`config.mk`:
```
export PLATFORM = sky130hd
export DESIGN_NAME = decode_ctrl_pipe
export DESIGN_NICKNAME = d
export VERILOG_FILES = /design/src/rtl/decode_ctrl_pipe.sv
export SDC_FILE = /design/constraint.sdc
export NUM_CORES = 1
export LEC_CHECK = 0
export BUFFER_PORTS_ARGS = -buffer_cell sky130_fd_sc_hd__buf_2
export CORE_ASPECT_RATIO = 1.25
export CORE_MARGIN = 1.5
export CORE_UTILIZATION = 47
export DETAILED_ROUTE_END_ITERATION = 10
export GPL_TIMING_DRIVEN = 0
export PLACE_DENSITY = 0.88
export SLEW_MARGIN = 25
export SYNTH_ARGS = -nofsm -noshare
export SYNTH_HDL_FRONTEND = slang
export SYNTH_SLANG_ARGS = --single-unit
```
`constraint.sdc`:
```
create_clock -name clk -period 2.97 [get_ports clk]
set_clock_uncertainty 0.15 [all_clocks]
set_input_delay 0.297 -clock clk [delete_from_list [all_inputs] [get_ports clk]]
set_output_delay 0.297 -clock clk [all_outputs]
set_load 0.005 [all_outputs]
```
`src/rtl/decode_ctrl_pipe.sv`:
```
// Registered D->E control decoder with HI/LO multiply/divide support, MDU busy timer and MDU stall.
// Build option ILLEGAL_TRAP_EN: unknown encodings issue as a valid bundle flagged by e_illegal.
module decode_ctrl_pipe #(
  parameter int MULT_CYCLES = 5,
  parameter int DIV_CYCLES  = 10,
  parameter int CNT_W       = 4
) (
  input  logic        clk,
  input  logic        reset,
  input  logic [31:0] instr_d,
  input  logic        valid_d,
  input  logic        stall_in,
  input  logic        flush,
  output logic        stall_out,
  output logic        e_valid,
  output logic        e_reg_write,
  output logic        e_mem_write,
  output logic        e_alu_src,
  output logic        e_branch,
  output logic        e_jump,
  output logic [1:0]  e_reg_dst,
  output logic [1:0]  e_mem2reg,
  output logic [1:0]  e_ext_op,
  output logic [3:0]  e_alu_op,
  output logic [1:0]  e_ls_type,
  output logic [5:0]  e_b_op,
  output logic [1:0]  e_jump_src,
  output logic [2:0]  e_mdu_op,
  output logic        e_hilo_sel,
  output logic        mdu_start,
  output logic        mdu_busy,
  output logic        e_illegal
);

  typedef struct packed {
    logic       valid;
    logic       reg_write;
    logic       mem_write;
    logic       alu_src;
    logic       branch;
    logic       jump;
    logic [1:0] reg_dst;
    logic [1:0] mem2reg;
    logic [1:0] ext_op;
    logic [3:0] alu_op;
    logic [1:0] ls_type;
    logic [5:0] b_op;
    logic [1:0] jump_src;
    logic [2:0] mdu_op;
    logic       hilo_sel;
    logic       illegal;
  } ctrl_t;

  localparam logic [5:0] OP_R      = 6'h00;
  localparam logic [5:0] OP_REGIMM = 6'h01;
  localparam logic [5:0] OP_J      = 6'h02;
  localparam logic [5:0] OP_JAL    = 6'h03;
  localparam logic [5:0] OP_BEQ    = 6'h04;
  localparam logic [5:0] OP_BNE    = 6'h05;
  localparam logic [5:0] OP_BLEZ   = 6'h06;
  localparam logic [5:0] OP_BGTZ   = 6'h07;
  localparam logic [5:0] OP_ORI    = 6'h0D;
  localparam logic [5:0] OP_LUI    = 6'h0F;
  localparam logic [5:0] OP_LB     = 6'h20;
  localparam logic [5:0] OP_LH     = 6'h21;
  localparam logic [5:0] OP_LW     = 6'h23;
  localparam logic [5:0] OP_LBU    = 6'h24;
  localparam logic [5:0] OP_SB     = 6'h28;
  localparam logic [5:0] OP_SH     = 6'h29;
  localparam logic [5:0] OP_SW     = 6'h2B;

  localparam logic [5:0] F_JR    = 6'h08;
  localparam logic [5:0] F_MFHI  = 6'h10;
  localparam logic [5:0] F_MTHI  = 6'h11;
  localparam logic [5:0] F_MFLO  = 6'h12;
  localparam logic [5:0] F_MTLO  = 6'h13;
  localparam logic [5:0] F_MULT  = 6'h18;
  localparam logic [5:0] F_MULTU = 6'h19;
  localparam logic [5:0] F_DIV   = 6'h1A;
  localparam logic [5:0] F_DIVU  = 6'h1B;
  localparam logic [5:0] F_ADD   = 6'h20;
  localparam logic [5:0] F_SUB   = 6'h22;
  localparam logic [5:0] F_OR    = 6'h25;

  logic [5:0]       opcode;
  logic [5:0]       funct;
  logic [4:0]       rt;
  logic             unused_fields;
  ctrl_t            dec;
  ctrl_t            ctrl_next;
  ctrl_t            ctrl_reg;
  logic             known;
  logic             mdu_cls;
  logic             mdu_go;
  logic             issue;
  logic             start_reg;
  logic [CNT_W-1:0] cnt_reg;
  logic [CNT_W-1:0] cnt_next;

  assign opcode        = instr_d[31:26];
  assign funct         = instr_d[5:0];
  assign rt            = instr_d[20:16];
  assign unused_fields = ^{instr_d[25:21], instr_d[15:6]};

  always_comb begin
    dec     = '0;
    known   = 1'b0;
    mdu_cls = 1'b0;
    mdu_go  = 1'b0;
    case (opcode)
      OP_R: begin
        case (funct)
          F_ADD, F_SUB, F_OR: begin
            known         = 1'b1;
            dec.reg_write = 1'b1;
            dec.reg_dst   = 2'b01;
            dec.alu_op    = (funct == F_SUB) ? 4'h1 : (funct == F_OR) ? 4'h2 : 4'h0;
          end
          F_JR: begin
            known        = 1'b1;
            dec.jump     = 1'b1;
            dec.jump_src = 2'b10;
          end
          // funct[1:0] orders mult, multu, div, divu onto mdu_op 1..4
          F_MULT, F_MULTU, F_DIV, F_DIVU: begin
            known      = 1'b1;
            mdu_cls    = 1'b1;
            mdu_go     = 1'b1;
            dec.mdu_op = {1'b0, funct[1:0]} + 3'd1;
          end
          F_MTHI, F_MTLO: begin
            known      = 1'b1;
            mdu_cls    = 1'b1;
            dec.mdu_op = funct[1] ? 3'b110 : 3'b101;
          end
          F_MFHI, F_MFLO: begin
            known         = 1'b1;
            mdu_cls       = 1'b1;
            dec.reg_write = 1'b1;
            dec.reg_dst   = 2'b01;
            dec.mem2reg   = 2'b11;
            dec.hilo_sel  = ~funct[1];
          end
          default: ;
        endcase
      end
      OP_REGIMM: begin
        if (rt == 5'd0 || rt == 5'd1) begin
          known      = 1'b1;
          dec.branch = 1'b1;
          dec.ext_op = 2'b10;
          dec.b_op   = rt[0] ? 6'b010000 : 6'b000010;
        end
      end
      OP_J, OP_JAL: begin
        known        = 1'b1;
        dec.jump     = 1'b1;
        dec.jump_src = 2'b01;
        if (opcode == OP_JAL) begin
          dec.reg_write = 1'b1;
          dec.reg_dst   = 2'b11;
          dec.mem2reg   = 2'b10;
        end
      end
      OP_BEQ, OP_BNE, OP_BLEZ, OP_BGTZ: begin
        known      = 1'b1;
        dec.branch = 1'b1;
        dec.ext_op = 2'b10;
        case (opcode)
          OP_BEQ:  dec.b_op = 6'b100000;
          OP_BNE:  dec.b_op = 6'b000001;
          OP_BLEZ: dec.b_op = 6'b000100;
          default: dec.b_op = 6'b001000;
        endcase
      end
      OP_ORI, OP_LUI: begin
        known         = 1'b1;
        dec.reg_write = 1'b1;
        dec.reg_dst   = 2'b10;
        dec.alu_src   = 1'b1;
        dec.ext_op    = (opcode == OP_ORI) ? 2'b01 : 2'b00;
        dec.alu_op    = (opcode == OP_ORI) ? 4'h2 : 4'h3;
      end
      // opcode[3] separates stores (0x28..0x2B) from loads (0x20..0x24)
      OP_LB, OP_LH, OP_LW, OP_LBU, OP_SB, OP_SH, OP_SW: begin
        known       = 1'b1;
        dec.alu_src = 1'b1;
        dec.ext_op  = 2'b10;
        if (opcode[3]) begin
          dec.mem_write = 1'b1;
        end else begin
          dec.reg_write = 1'b1;
          dec.reg_dst   = 2'b10;
          dec.mem2reg   = 2'b01;
        end
        case (opcode)
          OP_LB, OP_SB: dec.ls_type = 2'b01;
          OP_LH, OP_SH: dec.ls_type = 2'b11;
          OP_LBU:       dec.ls_type = 2'b10;
          default:      dec.ls_type = 2'b00;
        endcase
      end
      default: ;
    endcase
    dec.valid = known;
  end

  assign mdu_busy  = (cnt_reg != '0);
  assign stall_out = valid_d & mdu_cls & (mdu_busy | start_reg);
  assign issue     = valid_d & ~flush & ~stall_in & ~stall_out;

  always_comb begin
    ctrl_next = '0;
    if (issue) begin
      if (known) begin
        ctrl_next = dec;
      end
`ifdef ILLEGAL_TRAP_EN
      else begin
        ctrl_next.valid   = 1'b1;
        ctrl_next.illegal = 1'b1;
      end
`endif
    end
  end

  // The bundle issued alongside the start pulse tells mult (op 1,2) from div (op 3,4)
  always_comb begin
    cnt_next = cnt_reg;
    if (start_reg) begin
      cnt_next = (ctrl_reg.mdu_op >= 3'd3) ? CNT_W'(DIV_CYCLES) : CNT_W'(MULT_CYCLES);
    end else if (mdu_busy) begin
      cnt_next = cnt_reg - CNT_W'(1);
    end
  end

  always_ff @(posedge clk) begin
    if (!reset) begin
      ctrl_reg  <= '0;
      start_reg <= 1'b0;
      cnt_reg   <= '0;
    end else begin
      ctrl_reg  <= ctrl_next;
      start_reg <= issue & mdu_go;
      cnt_reg   <= cnt_next;
    end
  end

  assign mdu_start   = start_reg;
  assign e_valid     = ctrl_reg.valid;
  assign e_reg_write = ctrl_reg.reg_write;
  assign e_mem_write = ctrl_reg.mem_write;
  assign e_alu_src   = ctrl_reg.alu_src;
  assign e_branch    = ctrl_reg.branch;
  assign e_jump      = ctrl_reg.jump;
  assign e_reg_dst   = ctrl_reg.reg_dst;
  assign e_mem2reg   = ctrl_reg.mem2reg;
  assign e_ext_op    = ctrl_reg.ext_op;
  assign e_alu_op    = ctrl_reg.alu_op;
  assign e_ls_type   = ctrl_reg.ls_type;
  assign e_b_op      = ctrl_reg.b_op;
  assign e_jump_src  = ctrl_reg.jump_src;
  assign e_mdu_op    = ctrl_reg.mdu_op;
  assign e_hilo_sel  = ctrl_reg.hilo_sel;
  assign e_illegal   = ctrl_reg.illegal;

endmodule

```
==> flow_summary_export.csv <==
group,metric,value,unit
global_routing,grt_pass1_wl,6240,um
die,coreArea,3280,um2
die,dieArea,3880,um2
timing,drv_slew,0,
route,drc_errors,0,
critical_path,crit_family,"simple AND/OR/NAND/NOR gates",
timing,period_share,78.1,%
route,route.met3.wl,307,um
clock_network,hold_buffers,0,
clock_network,cts_made_buffers,5,
power_and_ir_drop,power,1120,uW
critical_path,worst_path_max_delay_cell,"or3b_4",
timing,relSlewSlack,66.7,%
timing,timing.fmax,431,MHz
placement,dp_worst_setup_slack,0.438,ns
hold_path,min_path_type,"in2reg",
yosys,ys_seq_area_share,40.1,%
route,route.vias.total,1538,
critical_path,crit_path_end_kind,"register",
die,die_h,69.2,um
clock_network,clock_path_buffers,2,
placement,place.gp.congestion,0.880,
route,dr.max_layer_used,"met4",
power_and_ir_drop,vdd_drop_max,0.545,mV
critical_path,worst-setup-path-type,"reg2reg",
clock_network,clk_pin_slew,0.07,ns
cells_and_area,layout_common_cells,"51 x buf_2, 33 x dfxtp_1, 17 x nor2_1, 17 x nor3_1",
critical_path,r2r_cells,8,
timing,grt_setup_unrepaired,"no",
clock_network,cts_num_sinks,33,
critical_path,ff2ff_setup_slack,0.65,ns
route,vias_per_cell,5.47,
clock_network,post_cts_resized,0,
cells_and_area,final_common_cell,"buf_2",
cells_and_area,insertedDiodeCount,0,
yosys,async_reset_ff_share,0,%
yosys,yosysWarnings,0,
placement,port_buffers,49,
critical_path,critical_path_buf_inv_count,2,
critical_path,required,3.01,ns
route,wl_met1,1500,um
die,initial_core_util,50.3,%
critical_path,endpoint,"e_mem_write",
timing,fin_crit,2.32,ns
critical_path,rr_startpoint,"cnt_reg[0]",
timing,fin_tns_setup,0,ns
route,first_pass_iters,4,
yosys,ys_ff_latch,33,
global_routing,antenna_found_initial,0,
die,pin_count,71,
yosys,synthCells,185,
timing,setup_viol,0,
clock_network,htreeDepth,2,
critical_path,worst_path_largest_cell_delay,0.43,ns
yosys,synth-main-ff-cell,"dfxtp_1",
timing,hold_viol_final,0,
critical_path,cp_cell_sequence,"inv_1 -> ha_1 -> or3b_1 -> buf_6 -> o211ai_4 -> o31ai_4 -> or3b_4 -> nor4b_2",
critical_path,worst-path-max-fanout,9,
critical_path,cp.arrival,2.36,ns
critical_path,cp.depth,8,
yosys,synth_edf_count,0,
cells_and_area,fin_util,62.0,%
clock_network,clk-insertion-delay-late,0.28,ns
yosys,synth.distinct_cells,55,
clock_network,postCtsSetupBuffers,0,
timing,tightest_slew,0.496,ns
power_and_ir_drop,p_leak,0.000902,uW
critical_path,crit_start,"cnt_reg[0]",
hold_path,holdPathStages,2,
route,wl_per_cell,12.9,um
clock_network,root_buffer,"clkbuf_8",
global_routing,grt_use_total,20.1,%
global_routing,overflow,0,
yosys,syn_area,1650,um2
cells_and_area,area_growth,23.4,%
cells_and_area,num-nets-final,286,
route,drtIter0Drc,72,
cells_and_area,layout-drive-gt1-share,30.7,%
die,die_x,56.0,um
critical_path,r2r_end,"e_mem_write",
power_and_ir_drop,powerDensity,552,nW/um2
clock_network,cts_tree,"yes",
yosys,syn_avg_cell_area,8.91,um2
die,num_rows,23,
route,drt_wl_total,3630,um
global_routing,grt_pass1_vias,1433,
route,drtAntennaViolNets,0,
route,wl_met2,1760,um
critical_path,critPathLaunchType,"register",
global_routing,grt_max_degree,12,
outcome,status,"completed",
cells_and_area,largest_reg_flops,6,
flow_run,maxCapViolations,0,
timing,fin_ws,0.651,ns
placement,place_hpwl,2810,um
cells by family after synthesis:
| logic type | Yosys count | share of synthesized area, % |
|---|---|---|
| simple gates | 83 | 30.6 |
| buf+inv | 23 | 6.52 |
| compound gates | 37 | 17.0 |
| xor+xnor | 2 | 1.06 |
| other cells | 1 | 0.227 |
| flops | 33 | 40.1 |
| fa+ha+maj | 6 | 4.55 |
metal layers:
| layer | track usage, % | up-vias |
|---|---|---|
| met5 | 0 | - |
| met4 | 8.99 | 0 |
| met3 | 6.16 | 5 |
| met2 | 32.4 | 69 |
| met1 | 24.5 | 698 |
| li1 | - | 766 |
worst register-to-register path, stage by stage, from the launching register on:
cell and delay (ns):
dfxtp_1 0.31, inv_1 0.11, ha_1 0.17, or3b_1 0.36, buf_6 0.15, o211ai_4 0.19
o31ai_4 0.13, or3b_4 0.44, nor4b_2 0.22
cell usage after synthesis, drive strengths merged, types with 3 or more instances:
cell type	n	area, um2
a211oi	3	22.5
a21oi	10	50.1
a31oi	3	18.8
and2	3	18.8
buf	6	43.8
clkbuf	6	22.5
dfxtp	33	661
ha	6	75.1
inv	10	37.5
nand2	10	45.0
nand3	3	15.0
nor2	17	63.8
nor2b	7	43.8
nor3	17	85.1
nor3b	3	22.5
nor4	5	52.6
nor4b	3	32.5
o21ai	5	25.0
or3b	3	28.8
where the power goes:
group          switching [uW]  total (uW)  internal [uW]
clock                     161         322            161
sequential               14.6         482            467
combinational             163         320            157
through the flow:
stage | cell area, um2 | hold WS (ns) | cells
6_report | 2030 | 0.0376 | 281
5_1_grt | 2030 | 0.0349 | 281
4_1_cts | 2030 | 0.0360 | 281
3_5_place_dp | 1950 | 0.334 | 273
3_3_place_gp | 1950 | 0.332 | 273
2_1_floorplan | 1660 | 0.225 | 187
final cells by class:
| class | instances | area (um2) |
|---|---|---|
| clock inverters | 3 | 17.5 |
| well taps | 37 | 46.3 |
| inverters | 11 | 41.3 |
| clock buffers | 5 | 68.8 |
| fillers | 299 | 1250 |
| multi-input cells | 131 | 888 |
| plain buffers | 12 | 66.3 |
| flip-flops and latches | 33 | 661 |
| repair buffers | 49 | 245 |
worst min-delay path by stage:
| stage | startpoint | end | slack, ns |
|---|---|---|---|
| after floorplan | instr_d[1] | e_hilo_sel | 0.23 |
| after global placement | instr_d[16] | e_b_op[1] | 0.33 |
| after detailed placement | instr_d[16] | e_b_op[1] | 0.33 |
| after CTS | instr_d[16] | e_b_op[1] | 0.04 |
| after global routing | instr_d[16] | e_b_op[1] | 0.03 |
| final | instr_d[16] | e_b_op[1] | 0.04 |
No activity file was read; power rests on OpenSTA's default activity.
